--- src/rtl/pipe_ctrl_pkg.sv ---
// Shared encodings for the pipeline execution controller: FSM states,
// pipeline-register indices and the run mode.
package pipe_ctrl_pkg;

  typedef enum logic [1:0] {
    IDLE  = 2'd0,
    RUN   = 2'd1,
    DRAIN = 2'd2,
    DONE  = 2'd3
  } state_t;

  // Bit positions inside the per-register enable/flush vectors
  localparam int ST_PC    = 0;
  localparam int ST_IFID  = 1;
  localparam int ST_IDEX  = 2;
  localparam int ST_EXMEM = 3;
  localparam int ST_MEMWB = 4;

  typedef enum logic {
    MODE_CONT = 1'b0,
    MODE_STEP = 1'b1
  } mode_t;

endpackage

--- src/rtl/pipe_exec_ctrl_sat_counter.sv ---
// Saturating up-counter with synchronous clear; holds at all-ones instead
// of wrapping.
module sat_counter #(
  parameter int W = 32
) (
  input  logic         clk,
  input  logic         rst,
  input  logic         clr,
  input  logic         inc,
  output logic [W-1:0] count
);

  always_ff @(posedge clk or negedge rst) begin
    if (!rst) begin
      count <= '0;
    end else if (clr) begin
      count <= '0;
    end else if (inc && (count != '1)) begin
      count <= count + W'(1);
    end
  end

endmodule

--- src/rtl/pipe_exec_ctrl.sv ---
// Execution controller: per-register enables and bubble strobes for the
// pipelined datapath, with run/step control, load-use stall, branch flush
// and halt drain.
module pipe_exec_ctrl
  import pipe_ctrl_pkg::*;
#(
  parameter int NSTAGES = 5,
  parameter int CBITS   = 32
) (
  input  logic               clk,
  input  logic               rst,
  input  logic               i_mode,
  input  logic               i_run,
  input  logic               i_step,
  input  logic               i_halt_id,
  input  logic               i_ld_use,
  input  logic               i_branch_taken,
  output logic [NSTAGES-1:0] o_stage_en,
  output logic [NSTAGES-1:0] o_flush,
  output logic               o_busy,
  output logic               o_done,
  output logic [1:0]         o_state,
  output logic [CBITS-1:0]   o_cycles
);

  localparam int DBITS = $clog2(NSTAGES);
  // Drain advances still owed after the halt is detected
  localparam logic [DBITS-1:0] DRAIN_LOAD = DBITS'(NSTAGES - 3);

  state_t           state_reg, state_next;
  logic [DBITS-1:0] drain_reg, drain_next;
  logic             adv;
  logic             start;

  assign adv = ((state_reg == RUN) || (state_reg == DRAIN)) &&
               ((i_mode == MODE_CONT) || i_step);

  always_ff @(posedge clk or negedge rst) begin
    if (!rst) begin
      state_reg <= IDLE;
      drain_reg <= '0;
    end else begin
      state_reg <= state_next;
      drain_reg <= drain_next;
    end
  end

  always_comb begin
    state_next = state_reg;
    drain_next = drain_reg;
    o_stage_en = '0;
    o_flush    = '0;
    start      = 1'b0;
    case (state_reg)
      IDLE, DONE: begin
        if (i_run) begin
          state_next = RUN;
          start      = 1'b1;
        end
      end
      RUN: begin
        if (adv) begin
          o_stage_en = '1;
          if (i_ld_use) begin
            // Hold PC and IF/ID, bubble into ID/EX
            o_stage_en[ST_PC]   = 1'b0;
            o_stage_en[ST_IFID] = 1'b0;
            o_flush[ST_IDEX]    = 1'b1;
          end else if (i_halt_id) begin
            o_stage_en[ST_PC] = 1'b0;
            o_flush[ST_IFID]  = 1'b1;
            drain_next        = DRAIN_LOAD;
            state_next        = DRAIN;
          end else if (i_branch_taken) begin
            o_flush[ST_IFID] = 1'b1;
          end
        end
      end
      DRAIN: begin
        if (adv) begin
          o_stage_en        = '1;
          o_stage_en[ST_PC] = 1'b0;
          o_flush[ST_IFID]  = 1'b1;
          // The advance that consumes the last owed slot also finishes
          if (drain_reg <= DBITS'(1)) begin
            drain_next = '0;
            state_next = DONE;
          end else begin
            drain_next = drain_reg - DBITS'(1);
          end
        end
      end
      default: ;
    endcase
  end

  sat_counter #(
    .W (CBITS)
  ) u_cycles (
    .clk   (clk),
    .rst   (rst),
    .clr   (start),
    .inc   (adv),
    .count (o_cycles)
  );

  assign o_state = state_reg;
  assign o_busy  = (state_reg == RUN) || (state_reg == DRAIN);
  assign o_done  = (state_reg == DONE);

endmodule

--- config.mk ---
export PLATFORM = sky130hd
export DESIGN_NAME = pipe_exec_ctrl
export DESIGN_NICKNAME = d
export VERILOG_FILES = /design/src/rtl/pipe_ctrl_pkg.sv /design/src/rtl/pipe_exec_ctrl_sat_counter.sv /design/src/rtl/pipe_exec_ctrl.sv
export SDC_FILE = /design/constraint.sdc
export NUM_CORES = 1
export LEC_CHECK = 0
export CAP_MARGIN = 20
export CORE_MARGIN = 4
export CORE_UTILIZATION = 45
export CTS_CLUSTER_DIAMETER = 60
export DETAILED_ROUTE_END_ITERATION = 16
export GPL_TIMING_DRIVEN = 0
export PLACE_DENSITY = 0.72
export SLEW_MARGIN = 20
export SYNTH_ARGS = -nofsm -noshare
export SYNTH_HDL_FRONTEND = slang
export SYNTH_SLANG_ARGS = --single-unit
--- constraint.sdc ---
create_clock -name clk -period 2.34 [get_ports clk]
set_input_delay 0.234 -clock clk [delete_from_list [all_inputs] [get_ports clk]]
set_output_delay 0.234 -clock clk [all_outputs]
set_load 0.005 [all_outputs]
# Yosys cells after proc, flatten, opt, wreduce, memory -nomap -nowiden
# Cells that the tools add are included.
# totals
regBits,37
inputBits,8
output_inout_bits,46
word_cells,58
# classes
add_sub_neg,2
order_cmp,1
n_eq_ne,10
n_mux,31
bitwise_logic,1
reduce_logical,10
# ops
cell,count
two-way mux 32 bit,2
adder 32 x 1 -> 32 bit (second input constant),1
inequality test 32 bit (second input constant),1
two-way mux 3 bit,5
two-way mux 2 bit,7
two-way mux 1 bit,11
two-way mux 5 bit,2
one-hot mux 5 bit (2 select lines),1
inequality test 2 x 1 -> 1 bit (second input constant),3
inequality test 2 bit (second input constant),3
one-hot mux 2 bit (3 select lines),1
one-hot mux 3 bit (2 select lines),1
AND reduction 6 bit,1
AND reduction 5 bit,1
equality test 2 bit (second input constant),2
nonzero test 2 bit,2
less-or-equal comparator 3 x 1 -> 1 bit (second input constant),1
subtractor 3 x 1 -> 3 bit (second input constant),1
equality test 2 x 1 -> 1 bit (second input constant),1
logical AND 1 bit,2
logical NOT 2 bit,1
logical OR 1 bit,2
one-hot mux 1 bit (2 select lines),1
OR reduction 2 bit,1
inverter 1 bit,1

# Longest topological paths before layout
# Gate-level depths: netlist of the first run.
# depth
word_depth,6
ltp_mapped,9
ltp_nobuf,7

# Hierarchy
# A second synthesis of the first run with hierarchy kept.
# hier_totals
hier_cells,259
hier_area_um2,2359.8
# by_module_without_submodules
mod,n_inst,cells_per_inst,area_each_um2,seq_area_each_um2
sat_counter,1,198,1854.3,800.8
pipe_exec_ctrl,1,61,505.5,125.1

# Least setup slack after synthesis of the first run
# Ideal clock, no wire load.
# synth_timing
path_kind,reg-to-reg
startpoint,"register state_reg[0], in the netlist o_state[0]"
endpoint,register u_cycles.count[25]
setup_ps,77
t_arrival_ps,2033
t_required_ps,2263
path_slack_ps,230
path_stages_with_launch,8
n_path_buf,1
synth_period_minus_slack_ps,2110
path_cell_list,dfrtp_1 inv_1 ha_1 nor2_1 clkbuf_1 nand3_1 or4_1 a21oi_1
# synth_between
elab_chain_cells,5
word_cells_on_any_way,11
cone_classes,eq/ne: 3; mux: 2; reduce/logical: 6
# synth_lines
element,line_no,text
"start, declared",pipe_exec_ctrl.sv:30,"state_t state_reg, state_next;"
"start signal, assigned",pipe_exec_ctrl.sv:43,state_reg <= state_next;
equality test 2 x 1 -> 1 bit or equality test 2 bit (tied branches),pipe_exec_ctrl.sv:35,assign adv = ((state_reg == RUN) || (state_reg == DRAIN)) &&
logical OR 1 bit,pipe_exec_ctrl.sv:35,
logical AND 1 bit,pipe_exec_ctrl.sv:35,
logical AND 1 bit,pipe_exec_ctrl_sat_counter.sv:18,end else if (inc && (count != '1)) begin
nonzero test 2 bit (no line),--,
"end signal, assigned",pipe_exec_ctrl_sat_counter.sv:19,count <= count + W'(1);
"end, declared",pipe_exec_ctrl_sat_counter.sv:10,output logic [W-1:0] count
# Several ways; a longest one is shown, not always the timed one.
# A chain may end at the register's enable or synchronous reset.

# Worst setup path in the final report of the first run
# layout_timing
startpoint,register u_cycles.count[0]
endpoint,register u_cycles.count[31]
# layout_between
elab_chain_cells,3
word_cells_on_any_way,6
cone_classes,add/sub: 1; eq/ne: 1; mux: 2; reduce/logical: 2
# layout_lines
element,line_no
adder 32 x 1 -> 32 bit or inequality test 32 bit (tied branches),"pipe_exec_ctrl_sat_counter.sv:19, pipe_exec_ctrl_sat_counter.sv:18"
two-way mux 32 bit or logical AND 1 bit (tied branches),pipe_exec_ctrl_sat_counter.sv:18
two-way mux 32 bit or nonzero test 2 bit (tied branches),--
# Several ways; a longest one is shown, not always the timed one. The select of a mux whose other input is x is not followed.

==> impl_metrics.env, run 1 <==
export IMPL_synth_most_common_cell="dfrtp_1"
export IMPL_gp_congestion=0.9083
export IMPL_drt_wl_total_microns=6871
export IMPL_path_buf_inv=2
export IMPL_die_y_microns=80.78
export IMPL_grt_usage_pct=22.75
export IMPL_synth_area_sq_um=2384
export IMPL_cp_startpoint="u_cycles.count[0]"
export IMPL_syn2layout_area_growth_pct=36.01
export IMPL_path_cells="ha_1 -> and4_1 -> and4_1 -> buf_2 -> and4_4 -> buf_2 -> nor4_1 -> mux2i_1"
export IMPL_critPathMaxFanout=10
export IMPL_max_freq_ghz=0.4427
export IMPL_cts_tree="yes"
export IMPL_final_period_utilization_pct=96.54
export IMPL_power_per_cell_area_nw_per_um2=886.4
export IMPL_netlist_top_cells_count="dfrtp_1, nand2_1, a21oi_1"
export IMPL_synth_cell_type_count=48
export IMPL_synth_area_per_cell_sq_um=8.927
export IMPL_status="finished clean"
export IMPL_via_per_inst=6.064
export IMPL_hold_viol_final=0
export IMPL_nFillCells=450
export IMPL_ys_seq_area_share_pct=38.85
export IMPL_cap_violations=0
export IMPL_largest_reg_flops=32
export IMPL_async_flop_share_pct=100.0
export IMPL_synth_top_family_by_area="simple AND/OR/NAND/NOR gates"
export IMPL_synth_simple_area_share_pct=29.19
export IMPL_tns_ns=0
export IMPL_synth_fa_ha_area_share_pct=3.150
export IMPL_power_mw=2.874
export IMPL_regArea_sq_um=927.1
export IMPL_rows=26
export IMPL_ys_flop_type="dfrtp_1"
export IMPL_wl_per_cell_microns=17.01
export IMPL_synth_mux_area_share_pct=3.360
export IMPL_htree_levels=2
export IMPL_diodes=0
export IMPL_antenna_found_initial=0
export IMPL_yosysTopAreaCell="dfrtp_1"
export IMPL_hp_class="in2async"
export IMPL_clkSinkCount=37
export IMPL_hpwl_microns=4944
export IMPL_fin_crit_ns=2.259
export IMPL_irDropWorstVdd_v=0.0005890
export IMPL_clkTransAtPathRegs_ns=0.08
export IMPL_start_util_pct=46.67
export IMPL_holdWs_ns=0.4330
export IMPL_ios=54
export IMPL_syn_inst=267
export IMPL_grt_ovfl_total=0
export IMPL_first_iter_violations=256
export IMPL_first_global_vias=2360
export IMPL_coreArea_sq_um=5107
export IMPL_maxSlewHeadroom_pct=46.62
export IMPL_final_util_pct=63.47
export IMPL_synth_compound_area_share_pct=17.90
export IMPL_slew_violations=0
export IMPL_ant_nets=0
export IMPL_place_area_sq_um=3002
export IMPL_layout_nets=347
export IMPL_cts_made_buffers=5
export IMPL_synthDominantCellAreaShare_pct=38.85
export IMPL_slowest_delay_ns=0.39
export IMPL_portBuffers=50
export IMPL_via_count=2450
export IMPL_worst_pin_slew_ns=0.7923
export IMPL_grt_pass1_wl_microns=11630
export IMPL_synth_xor_area_share_pct=0.3675
export IMPL_end_kind="flop"
export IMPL_grt_start_max_net_pins=20
export IMPL_finalSetupViolCount=0
export IMPL_fin_skew_ns=0.004765
export IMPL_clock_latency_ns=0.29
export IMPL_synth_seq_cells=37
export IMPL_layout_drive_gt1_share_pct=15.27
export IMPL_drcViolationCount=0
export IMPL_rsz0062_at_grt="no"
export IMPL_multi_input_area_sq_um=1339
export IMPL_clk_path_buf_depth=2
export IMPL_yosys_top_cells_area="dfrtp_1, o31ai_1, a21oi_1"
export IMPL_crit_path_top_delay_cell="nor4_1"
export IMPL_timing_rr_start="u_cycles.count[0]"
export IMPL_critPathRequiredTime_ns=2.56
export IMPL_worst_ep_arrival_time_ns=2.48
export IMPL_cts_root_buffer="clkbuf_8"
export IMPL_first_pass_iters=5
export IMPL_power_leakage_nw=1.313
export IMPL_synth_warnings=0
export IMPL_crit_family="simple AND/OR/NAND/NOR gates"
export IMPL_synth_edf_count=0
export IMPL_final_area_sq_um=3242
export IMPL_fp_dieW_microns=80.78
export IMPL_startpoint_type="flop"
export IMPL_setup_worst_path_class="reg2reg"
export IMPL_die_area_sq_um=6525
## final timing paths
check	endpoint	slack, ns	cells past startpoint
min reg2reg	drain_reg[0]	0.53	2
min	u_cycles.count[20]	0.43	2
min in group clk	drain_reg[0]	0.53	2
max	u_cycles.count[31]	0.08	8
max in group asynchronous	o_state[1]	1.44	3
max reg2reg	u_cycles.count[31]	0.08	8
## layout make-up
cell class | instances | share of cell area [%]
Tap cell | 70 | 2.702
Sequential cell | 37 | 28.60
Clock inverter | 1 | 0.1544
Buffer | 20 | 5.866
Clock buffer | 7 | 2.972
Multi-Input combinational cell | 203 | 41.30
Inverter | 8 | 0.9263
Timing Repair Buffer | 58 | 17.48
## per-stage QoR
| stage | worst slack (ns) | instances |
|---|---|---|
| after detailed placement | -0.7102 | 390 |
| after global routing | 0.004798 | 404 |
| after floorplan | 0.2299 | 269 |
| final | 0.08092 | 404 |
| after CTS | 0.002625 | 401 |
| after global placement | -0.7272 | 389 |
## metal layers
layer | track usage [%] | vias to the layer above | wire length (microns)
met5 | 0 | - | 0
met4 | 4.392 | 0 | 85
met3 | 3.991 | 17 | 349
met2 | 38.49 | 85 | 3394
met1 | 30.83 | 1197 | 3041
li1 | - | 1151 | -
## power by group
| part | internal (mW) | switching [mW] | total (mW) | leakage, nW |
|---|---|---|---|---|
| Combinational | 0.757 | 0.817 | 1.57 | 0.758 |
| Sequential | 0.721 | 0.0811 | 0.802 | 0.501 |
| Clock | 0.266 | 0.231 | 0.497 | 0.0542 |
| Total | 1.74 | 1.13 | 2.87 | 1.31 |
## cells in the final DEF, fill, tap and decap left out, types with 3 or more instances in the layout
cell type        synthesis  layout
nor3_1                   6       6
o311ai_1                 3       4
conb_1                   1       3
buf_6                    4       4
and3_1                   6       6
inv_1                    8       7
nand4_1                 13      13
buf_2                    4       4
ha_1                     6       4
and2_1                   3       3
nor2_1                  11       8
buf_4                    5      12
clkdlybuf4s50_1          0      44
nand2_1                 23      23
or4_1                   12      12
clkbuf_8                 0       7
and4_1                   3       3
o31ai_1                 16      16
or3_1                    6       6
dfrtp_1                 37      36
nand3_1                 15      15
mux2i_1                  8       8
nand2b_1                 5       5
a21oi_1                 20      20
o21ai_0                 14      14
dlygate4sd2_1            0       3
## worst register-to-register path, stage by stage (launching register included)
cell and delay [ns]:
dfrtp_1 0.38, ha_1 0.24, and4_1 0.18, and4_1 0.20, buf_2 0.17, and4_4 0.22, buf_2 0.19, nor4_1 0.39
mux2i_1 0.23
## what timing repair did
item / CTS / global route
hold endpoints to repair: 18 / 0
buffers inserted: 3 / 3
hold buffers: 1 / 0
endpoints found under the setup margin: 19 / 25
gates resized for setup: 26 / 6
pin swaps: 2 / 1
## kinds of logic after synthesis
logic type / count (synthesis)
xor+xnor: 1
flops: 37
mux: 8
other cells: 1
buf+inv: 29
compound gates: 66
fa+ha+maj: 6
simple gates: 119
Power figures use the tool's default switching activity.
==> run 2: changes to the inputs <==
Settings changed: HOLD_SLACK_MARGIN from default to 0.1, PLACE_DENSITY 0.72 to 0.75.
Clock period 2.34 ns to 2 ns, I/O delays scaled along.
==> run 2 against run 1 <==
Net effect:
- the flow now finishes with violations (setup timing)
- first-iteration DRC count shrank 34%
- cell area grew 15%
- worst hold slack lost 0.066 ns
- critical path depth shrank 1
- combinational power grew 39%
- flip-flop and latch count is the same
- critical path type unchanged
- critical endpoint is now u_cycles.count[15]
- highest routed layer unchanged
==> impl_metrics.env, run 2 (synthesis results as in run 1) <==
export IMPL_status="finished with violations"
export IMPL_failed_checks="setup timing"
export IMPL_first_iter_violations=169
export IMPL_portBuffers=50
export IMPL_clock_latency_ns=0.30
export IMPL_layout_nets=373
export IMPL_startpoint_type="flop"
export IMPL_cell_internal_pwr_mw=2.183
export IMPL_rsz0062_at_grt="yes"
export IMPL_wl_per_cell_microns=18.48
export IMPL_grt_start_max_net_pins=22
export IMPL_final_util_pct=73.08
export IMPL_grt_pass1_wl_microns=11910
export IMPL_via_per_inst=6.065
export IMPL_fin_skew_ns=0.006994
export IMPL_power_leakage_nw=1.477
export IMPL_htree_levels=2
export IMPL_hpwl_microns=4847
export IMPL_coreArea_sq_um=5107
export IMPL_grt_ovfl_total=0
export IMPL_layout_drive_gt1_share_pct=33.43
export IMPL_rows=26
export IMPL_ant_nets=0
export IMPL_p_sw_share_pct=41.05
export IMPL_diodes=0
export IMPL_cts_tree="yes"
export IMPL_p_switching_mw=1.520
export IMPL_antenna_found_initial=0
export IMPL_final_common_cell="clkdlybuf4s50_1"
export IMPL_place_area_sq_um=3019
export IMPL_first_global_vias=2416
export IMPL_finalSetupViolCount=12
export IMPL_critPathMaxFanout=7
export IMPL_critPathRequiredTime_ns=2.23
export IMPL_drcViolationCount=0
export IMPL_fin_crit_ns=2.063
export IMPL_fp_dieW_microns=80.78
export IMPL_via_count=2602
export IMPL_syn2layout_area_growth_pct=56.59
export IMPL_final_area_sq_um=3732
export IMPL_slew_violations=0
export IMPL_grt_usage_pct=23.74
export IMPL_final_period_utilization_pct=103.1
export IMPL_largest_reg_flops=32
export IMPL_dp_slack_ns=-0.7050
export IMPL_start_util_pct=46.67
export IMPL_end_kind="flop"
export IMPL_cts_made_buffers=5
export IMPL_die_area_sq_um=6525
export IMPL_clkSinkCount=37
export IMPL_max_freq_ghz=0.4848
export IMPL_power_per_cell_area_nw_per_um2=992.4
export IMPL_setup_worst_path_class="reg2reg"
export IMPL_layout_common_cells="clkdlybuf4s50_1, buf_4, dfrtp_1"
export IMPL_tns_ns=-0.2872
export IMPL_clkTransAtPathRegs_ns=0.08
export IMPL_power_frac_comb_pct=58.9
export IMPL_setup_slack_ns=-0.06280
export IMPL_drt_wl_total_microns=7928
export IMPL_cts_root_buffer="clkbuf_8"
export IMPL_worst_ep_arrival_time_ns=2.30
export IMPL_clkPwrFrac_pct=14.9
export IMPL_power_frac_seq_pct=26.2
export IMPL_irDropWorstVdd_v=0.0007679
export IMPL_clk_path_buf_depth=2
export IMPL_ios=54
export IMPL_hold_viol_final=0
export IMPL_die_y_microns=80.78
export IMPL_gp_congestion=0.9625
export IMPL_cap_violations=0
export IMPL_hp_class="in2async"
export IMPL_first_pass_iters=5
run 2: changes by cell type in the layout (fill, tap and decap cells not counted), sizes merged:
cell | previous run | this run
buf | 22 | 51
dlygate4sd2 | 3 | 2
clkinv | 1 | 0
clkdlybuf4s50 | 44 | 42
run 2: per-layer routing:
layer / up-vias / part of all wire [%] / GRT usage [%]
met4: 0 / 2.4 / 8.277
met2: 115 / 48 / 38.25
li1: 1195 / - / -
met1: 1265 / 44 / 32.47
met5: - / 0 / 0
met3: 27 / 6.4 / 3.769
run 2: area by class of cell:
cell class / instances / area [sq um]
multi-input cells: 203 / 1551
inverters: 8 / 30.03
plain buffers: 17 / 211.5
flip-flops and latches: 37 / 938.4
clock buffers: 7 / 86.33
repair buffers: 87 / 827.0
well taps: 70 / 87.58
fillers: 365 / 1375
run 2: worst paths after layout:
check / startpoint / end / slack (ns) / depth (start not counted)
worst max register to register: u_cycles.count[1] / u_cycles.count[15] / -0.06 / 7
worst min-delay path: rst / u_cycles.count[17] / 0.37 / 2
worst max-delay path: u_cycles.count[1] / u_cycles.count[15] / -0.06 / 7
min in group clk: drain_reg[0] / drain_reg[0] / 0.53 / 2
worst min register to register: drain_reg[0] / drain_reg[0] / 0.53 / 2
max in group asynchronous: rst / u_cycles.count[4] / 1.17 / 3
run 2: critical path: stages, from the launching register on:
cell	delay, ns
dfrtp_2	0.46
ha_4	0.18
and4_4	0.14
and4_4	0.18
and4_4	0.24
buf_8	0.15
or4_4	0.51
a21oi_2	0.14
run 2: stage by stage:
step | hold slack [ns] | power (mW) | std cells
2_1_floorplan | -0.09559 | 1.802 | 269
3_3_place_gp | 0.5234 | 2.424 | 389
3_5_place_dp | 0.1656 | 2.449 | 390
4_1_cts | 0.3906 | 3.505 | 415
5_1_grt | 0.4135 | 3.925 | 429
6_report | 0.3667 | 3.704 | 429
run 2: timing repair:
action	in CTS	in global routing
hold buffers	1	0
gates cloned	1	2
setup endpoints to repair	40	37
setup buffers	17	15
pin swaps	20	17
gates resized for setup	65	48
endpoints found under the hold margin	16	0
run 2: power groups by stage:
stage               sequential [mW]  clock, mW  combinational [mW]
floorplan                     0.950          0               0.852
global route                  0.988      0.584                2.35
global placement              0.967          0                1.46
detailed placement            0.971          0                1.48
CTS                           0.958      0.550                2.00
finish                        0.971      0.552                2.18
